<file path="config.mk">
export PLATFORM = sky130hd
export DESIGN_NAME = sym_err_aligner
export DESIGN_NICKNAME = d
export VERILOG_FILES = /design/src/rtl/sym_err_aligner_pkg.sv /design/src/rtl/sym_err_aligner_hist.sv /design/src/rtl/sym_err_aligner.sv
export SDC_FILE = /design/constraint.sdc
export NUM_CORES = 1
export LEC_CHECK = 0
export BUFFER_PORTS_ARGS = -buffer_cell sky130_fd_sc_hd__buf_2
export CELL_PAD_IN_SITES_DETAIL_PLACEMENT = 0
export CELL_PAD_IN_SITES_GLOBAL_PLACEMENT = 1
export CORE_ASPECT_RATIO = 2
export CORE_UTILIZATION = 35
export CTS_CLUSTER_DIAMETER = 60
export DETAILED_ROUTE_END_ITERATION = 16
export PLACE_DENSITY_LB_ADDON = 0.1
export SYNTH_ARGS = -nofsm -noshare
export SYNTH_HDL_FRONTEND = slang
export SYNTH_SLANG_ARGS = --single-unit
</file>
<file path="constraint.sdc">
create_clock -name clk -period 5.2 [get_ports clk]
set_clock_uncertainty 0.05 [all_clocks]
set_input_delay 0.26 -clock clk [delete_from_list [all_inputs] [get_ports clk]]
set_output_delay 0.26 -clock clk [all_outputs]
set_load 0.005 [all_outputs]
</file>
<file path="src/rtl/sym_err_aligner_pkg.sv">
// Shared state encodings and default parameters for the 4-ASK symbol delay aligner.
package sym_err_aligner_pkg;

  typedef enum logic [1:0] {
    SEA_FILL   = 2'd0,
    SEA_SEARCH = 2'd1,
    SEA_LOCKED = 2'd2,
    SEA_FAIL   = 2'd3
  } sea_state_t;

  localparam int SEA_MAX_DELAY    = 63;
  localparam int SEA_DELAY_W      = 6;
  localparam int SEA_TRIAL_LEN    = 64;
  localparam int SEA_LOCK_ERR_MAX = 2;
  localparam int SEA_WIN_LOG2     = 10;
  localparam int SEA_LOSS_ERR_MAX = 64;

  function automatic int sea_max(input int a, input int b);
    return (a > b) ? a : b;
  endfunction

endpackage

</file>
<file path="src/rtl/sym_err_aligner_hist.sv">
// sym_hist_delay: tapped 2-bit history of the transmitted symbols; tap d is tx_sym delayed by d symbols.
module sym_hist_delay
  import sym_err_aligner_pkg::*;
#(
  parameter int MAX_DELAY = SEA_MAX_DELAY,
  parameter int DELAY_W   = SEA_DELAY_W
)(
  input  logic               clk,
  input  logic               reset,
  input  logic               sym_clk_en,
  input  logic [1:0]         din,
  input  logic [DELAY_W-1:0] sel,
  output logic [1:0]         tap
);

  // Delay 0 is the live input, so only MAX_DELAY registered stages are needed.
  logic [1:0] hist [1:MAX_DELAY];

  always_ff @(posedge clk or negedge reset) begin
    if (!reset) begin
      for (int i = 1; i <= MAX_DELAY; i++) hist[i] <= 2'b00;
    end else if (sym_clk_en) begin
      hist[1] <= din;
      for (int i = 2; i <= MAX_DELAY; i++) hist[i] <= hist[i-1];
    end
  end

  always_comb begin
    tap = din;
    for (int i = 1; i <= MAX_DELAY; i++) begin
      if (sel == DELAY_W'(i)) tap = hist[i];
    end
  end

endmodule

</file>
<file path="src/rtl/sym_err_aligner.sv">
// sym_err_aligner: searches for the tx->rx symbol delay, then counts symbol errors per window.
// Defining SYM_ERR_BIT_EN adds the bit_err_count output (per-window bit-error total).
module sym_err_aligner
  import sym_err_aligner_pkg::*;
#(
  parameter int MAX_DELAY    = SEA_MAX_DELAY,
  parameter int DELAY_W      = SEA_DELAY_W,
  parameter int TRIAL_LEN    = SEA_TRIAL_LEN,
  parameter int LOCK_ERR_MAX = SEA_LOCK_ERR_MAX,
  parameter int WIN_LOG2     = SEA_WIN_LOG2,
  parameter int LOSS_ERR_MAX = SEA_LOSS_ERR_MAX
)(
  input  logic               clk,
  input  logic               reset,
  input  logic               sym_clk_en,
  input  logic               start,
  input  logic [1:0]         tx_sym,
  input  logic [1:0]         rx_sym,
  output logic               locked,
  output logic               fail,
  output logic [DELAY_W-1:0] delay_out,
  output logic [WIN_LOG2:0]  err_count,
  output logic               window_done
`ifdef SYM_ERR_BIT_EN
  ,
  output logic [WIN_LOG2+1:0] bit_err_count
`endif
);

  // state  | meaning
  // FILL   | history filling after reset, no compares
  // SEARCH | trialling candidate delay delay_out
  // LOCKED | delay fixed, counting errors per window
  // FAIL   | no candidate locked, outputs held until start

  localparam int TE_W  = $clog2(TRIAL_LEN + 1);
  localparam int WE_W  = WIN_LOG2 + 1;
  localparam int TMR_W = sea_max(DELAY_W, sea_max($clog2(TRIAL_LEN), WIN_LOG2));

  localparam logic [TMR_W-1:0] FILL_LD  = TMR_W'(MAX_DELAY);
  localparam logic [TMR_W-1:0] TRIAL_LD = TMR_W'(TRIAL_LEN - 1);
  localparam logic [TMR_W-1:0] WIN_LD   = TMR_W'((1 << WIN_LOG2) - 1);
  localparam logic [TE_W-1:0]  TE_MAX   = {TE_W{1'b1}};
  localparam logic [WE_W-1:0]  WE_MAX   = {WE_W{1'b1}};

  sea_state_t       state;
  logic [TMR_W-1:0] tmr;
  logic [TE_W-1:0]  trial_err, trial_tot;
  logic [WE_W-1:0]  win_err, win_tot;
  logic [1:0]       tap;
  logic             mis;

  sym_hist_delay #(
    .MAX_DELAY (MAX_DELAY),
    .DELAY_W   (DELAY_W)
  ) u_hist (
    .clk        (clk),
    .reset      (reset),
    .sym_clk_en (sym_clk_en),
    .din        (tx_sym),
    .sel        (delay_out),
    .tap        (tap)
  );

  // Totals include the current symbol's compare and saturate instead of wrapping.
  always_comb begin
    mis       = (rx_sym != tap);
    trial_tot = (trial_err == TE_MAX) ? trial_err : trial_err + TE_W'(mis);
    win_tot   = (win_err == WE_MAX) ? win_err : win_err + WE_W'(mis);
  end

  always_ff @(posedge clk or negedge reset) begin
    if (!reset) begin
      state       <= SEA_FILL;
      tmr         <= FILL_LD;
      delay_out   <= '0;
      trial_err   <= '0;
      win_err     <= '0;
      err_count   <= '0;
      window_done <= 1'b0;
      locked      <= 1'b0;
      fail        <= 1'b0;
    end else begin
      window_done <= 1'b0;
      if (sym_clk_en) begin
        if (start) begin
          state     <= SEA_SEARCH;
          tmr       <= TRIAL_LD;
          delay_out <= '0;
          trial_err <= '0;
          win_err   <= '0;
          locked    <= 1'b0;
          fail      <= 1'b0;
        end else begin
          case (state)
            SEA_FILL: begin
              if (tmr == '0) begin
                state     <= SEA_SEARCH;
                tmr       <= TRIAL_LD;
                delay_out <= '0;
                trial_err <= '0;
              end else begin
                tmr <= tmr - 1'b1;
              end
            end
            SEA_SEARCH: begin
              if (tmr == '0) begin
                trial_err <= '0;
                if (32'(trial_tot) <= LOCK_ERR_MAX) begin
                  state   <= SEA_LOCKED;
                  locked  <= 1'b1;
                  tmr     <= WIN_LD;
                  win_err <= '0;
                end else if (delay_out < DELAY_W'(MAX_DELAY)) begin
                  delay_out <= delay_out + 1'b1;
                  tmr       <= TRIAL_LD;
                end else begin
                  state <= SEA_FAIL;
                  fail  <= 1'b1;
                end
              end else begin
                tmr       <= tmr - 1'b1;
                trial_err <= trial_tot;
              end
            end
            SEA_LOCKED: begin
              if (tmr == '0) begin
                err_count   <= win_tot;
                window_done <= 1'b1;
                win_err     <= '0;
                tmr         <= WIN_LD;
                if (32'(win_tot) > LOSS_ERR_MAX) begin
                  state     <= SEA_SEARCH;
                  locked    <= 1'b0;
                  delay_out <= '0;
                  tmr       <= TRIAL_LD;
                  trial_err <= '0;
                end
              end else begin
                tmr     <= tmr - 1'b1;
                win_err <= win_tot;
              end
            end
            default: ;
          endcase
        end
      end
    end
  end

`ifdef SYM_ERR_BIT_EN
  localparam int BE_W = WIN_LOG2 + 2;

  logic [BE_W-1:0] bit_err, bit_tot;
  logic [1:0]      bit_x, bit_mis;

  // A full window of 2-bit errors is 2^(WIN_LOG2+1), which fits BE_W, so no saturation is needed.
  always_comb begin
    bit_x   = rx_sym ^ tap;
    bit_mis = {bit_x[1] & bit_x[0], bit_x[1] ^ bit_x[0]};
    bit_tot = bit_err + BE_W'(bit_mis);
  end

  always_ff @(posedge clk or negedge reset) begin
    if (!reset) begin
      bit_err       <= '0;
      bit_err_count <= '0;
    end else if (sym_clk_en) begin
      if (start) begin
        bit_err <= '0;
      end else if (state == SEA_LOCKED) begin
        if (tmr == '0) begin
          bit_err_count <= bit_tot;
          bit_err       <= '0;
        end else begin
          bit_err <= bit_tot;
        end
      end
    end
  end
`endif

endmodule
</file>
==> results.sh <==
export IMPL_status="complete, but fails checks"
export IMPL_violations="setup timing"
export IMPL_synthDominantCellAreaShare=0.435
export IMPL_timing_final_max_slew_violations=0
export IMPL_rsz0062_at_grt="true"
export IMPL_cts_root_buf="clkbuf_16"
export IMPL_internal_power_w=0.00347
export IMPL_maxUsedRoutingLayer="met4"
export IMPL_numCtsBuffers=17
export IMPL_hp_class="input port to flop"
export IMPL_pre_cts_ws_ns=-0.899
export IMPL_cp_arrival_ns=5.80
export IMPL_first_iter_violations=349
export IMPL_crit_fanout=6
export IMPL_p_seq_frac=0.358
export IMPL_clock_sinks=176
export IMPL_pwr_share_comb=0.408
export IMPL_cts_tree="built"
export IMPL_fin_crit_ns=5.48
export IMPL_portBuffers=27
export IMPL_synth_most_common_cell="dfrtp_1"
export IMPL_die_area_mm2=0.0287
export IMPL_async_flop_share=1.00
export IMPL_timing_final_hold_violations=0
export IMPL_synth_edf_count=0
export IMPL_drt_met1_wl_um=11600
export IMPL_vias_per_cell=5.65
export IMPL_fin_ws_ns=-0.281
export IMPL_drc=0
export IMPL_core_mm2=0.0275
export IMPL_leakagePower_nw=5.72
export IMPL_clockBufferDepth=2
export IMPL_clkTransAtPathRegs_ns=0.07
export IMPL_yosys_most_used_dff="dfrtp_1"
export IMPL_post_drt_wl_per_cell_um=22.6
export IMPL_syn_nets=995
export IMPL_drt_wl_total_um=34200
export IMPL_drive_above_1_share=0.426
export IMPL_endpoint_kind="flop"
export IMPL_netSwitchingFraction=0.356
export IMPL_critical_path_max_stage_delay_ns=0.54
export IMPL_synth_avg_cell_area_um2=10.0
export IMPL_cp_required_ns=5.51
export IMPL_yosysWarnings=0
export IMPL_start_util=0.355
export IMPL_die_x_um=120
export IMPL_htreeDepth=4
export IMPL_wl_met3_um=755
export IMPL_finalSetupViolations=37
export IMPL_grt_util_all_layers=0.251
export IMPL_rows=86
export IMPL_wl_met2_um=19500
export IMPL_grt_max_degree=97
export IMPL_layout_nets=1172
export IMPL_clock_power_share=0.234
export IMPL_worst_pin_slew_ns=1.10
export IMPL_crit_slowest_cell="or4_1"
export IMPL_vias=8559
export IMPL_start_kind="flop"
export IMPL_synth_area_mm2=0.00979
export IMPL_route_antenna_remaining_nets=0
export IMPL_gr_total_overflow=0
export IMPL_max_freq_mhz=182
export IMPL_dp_hpwl_um=25700
export IMPL_critical_path_class="flop to flop"
export IMPL_areaGrowthSynthToFinish_pct=33.6
export IMPL_worst_skew_pair_late_latency_ns=0.45
export IMPL_synth_cells=974
export IMPL_place_gp_congestion=0.930
export IMPL_period_share=1.05
export IMPL_power_density_mw_per_mm2=412
export IMPL_antenna_found_initial=0
export IMPL_peakVddDrop_mv=0.308
export IMPL_cap_violations=0
export IMPL_num_antenna_cells=0
export IMPL_synth_distinct_cells=82
export IMPL_synthTopCellsByCount="dfrtp_1 (170), mux2_2 (124), nand2_1 (86)"
export IMPL_ys_seq_area_frac=0.451
export IMPL_synth_area_leader_cell="dfrtp_1"
export IMPL_firstDrtPassIters=5
export IMPL_die_height_um=238
export IMPL_switchingPower_w=0.00191
export IMPL_whs_ns=0.0434
export IMPL_num_io_pins=28
export IMPL_synth_area_leaders="dfrtp_1 (43%), mux2_2 (14%), o21ai_0 (3.6%)"
export IMPL_grt_pass1_wl_um=53000
export IMPL_grt_pass1_vias=9102
export IMPL_ys_ff_latch=176
export IMPL_slew_headroom=0.263
## timing repair
item / 4_1_cts / 5_1_grt
endpoints found under the setup margin: 38 / 38
pin swaps: 44 / 34
gates cloned: 2 / 2
hold buffers: 1 / 0
resized for setup: 112 / 66
buffers inserted: 24 / 6
hold endpoints to repair: 74 / 0
## power groups by stage
stage          sequential [W]  clock (W)  combinational (W)
3_3_place_gp          0.00193          0            0.00190
3_5_place_dp          0.00193          0            0.00190
4_1_cts               0.00192    0.00130            0.00214
6_report              0.00193    0.00126            0.00219
2_1_floorplan         0.00180          0           0.000995
5_1_grt               0.00196    0.00134            0.00235
## registers in the layout (all words and copies together) (netlist names)
register	flops
tmr	10
delay_out	6
win_err	11
fail	1
err_count	11
window_done	1
u_hist.hist	126
locked	1
trial_err	7
state	2
## worst paths after layout
kind | startpoint | end | slack (ns) | depth (start not counted)
setup / recovery | delay_out[1] | delay_out[0] | -0.28 | 29
hold / removal | tx_sym[0] | u_hist.hist[124] | 0.04 | 2
setup reg to reg | delay_out[1] | delay_out[0] | -0.28 | 29
hold reg to reg | err_count[4] | err_count[4] | 0.43 | 2
max in group asynchronous | reset | u_hist.hist[53] | 3.76 | 3
min in group asynchronous | reset | u_hist.hist[27] | 0.34 | 2
## cells by family after synthesis
| group | Yosys count | share of synthesized area |
|---|---|---|
| compound gates | 266 | 0.182 |
| flops | 176 | 0.451 |
| xor+xnor | 14 | 0.0125 |
| simple gates | 283 | 0.151 |
| buf+inv | 93 | 0.0389 |
| mux | 129 | 0.148 |
| fa+ha+maj | 13 | 0.0166 |
## worst max-delay path, delay by kind of cell (launching register included)
| kind | cells | cell delay [ns] |
|---|---|---|
| AND/OR/NAND/NOR | 8 | 1.63 |
| multiplexers | 1 | 0.22 |
| buffers and inverters | 7 | 0.98 |
| flip-flops | 1 | 0.39 |
| XOR/XNOR | 1 | 0.12 |
| AO/OA/AOI/OAI | 9 | 1.58 |
| adder cells (fa/ha/maj) | 3 | 0.43 |
## cell usage in the layout (no fill, tap or decap), types with 20 or more instances in the layout
cell / count
dfrtp_1: 169
buf_4: 162
mux2_2: 123
nand2_1: 79
a21oi_1: 51
o21ai_0: 48
nor2_1: 42
buf_2: 25
inv_1: 24
buf_6: 22
nor3_1: 21
nand3_1: 20
## stage by stage
step                      std cells  cell area [um^2]  total power [W]  setup TNS, ns   util
after floorplan                 974              9790          0.00280              0      -
after detailed placement       1454             11500          0.00383         -23.60  0.416
after global routing           1515             13100          0.00565         -17.74  0.475
after CTS                      1510             12700          0.00537          -5.52  0.462
final                          1515             13100          0.00538          -5.70  0.475
after global placement         1454             11500          0.00383         -23.19  0.416
## routing by layer
layer,up-vias,global-route usage
met1,4318,0.238
li1,3980,-
met4,0,0.155
met5,-,0
met2,171,0.493
met3,90,0.0320
## area by class of cell
class / count / area [um^2]
Inverter: 27 / 104
Timing Repair Buffer: 224 / 1880
Clock buffer: 23 / 488
Sequential cell: 176 / 4410
Clock inverter: 8 / 81.3
Tap cell: 352 / 440
Multi-Input combinational cell: 705 / 5660
Fill cell: 2737 / 14500
No activity file was read; power rests on OpenSTA's default activity.
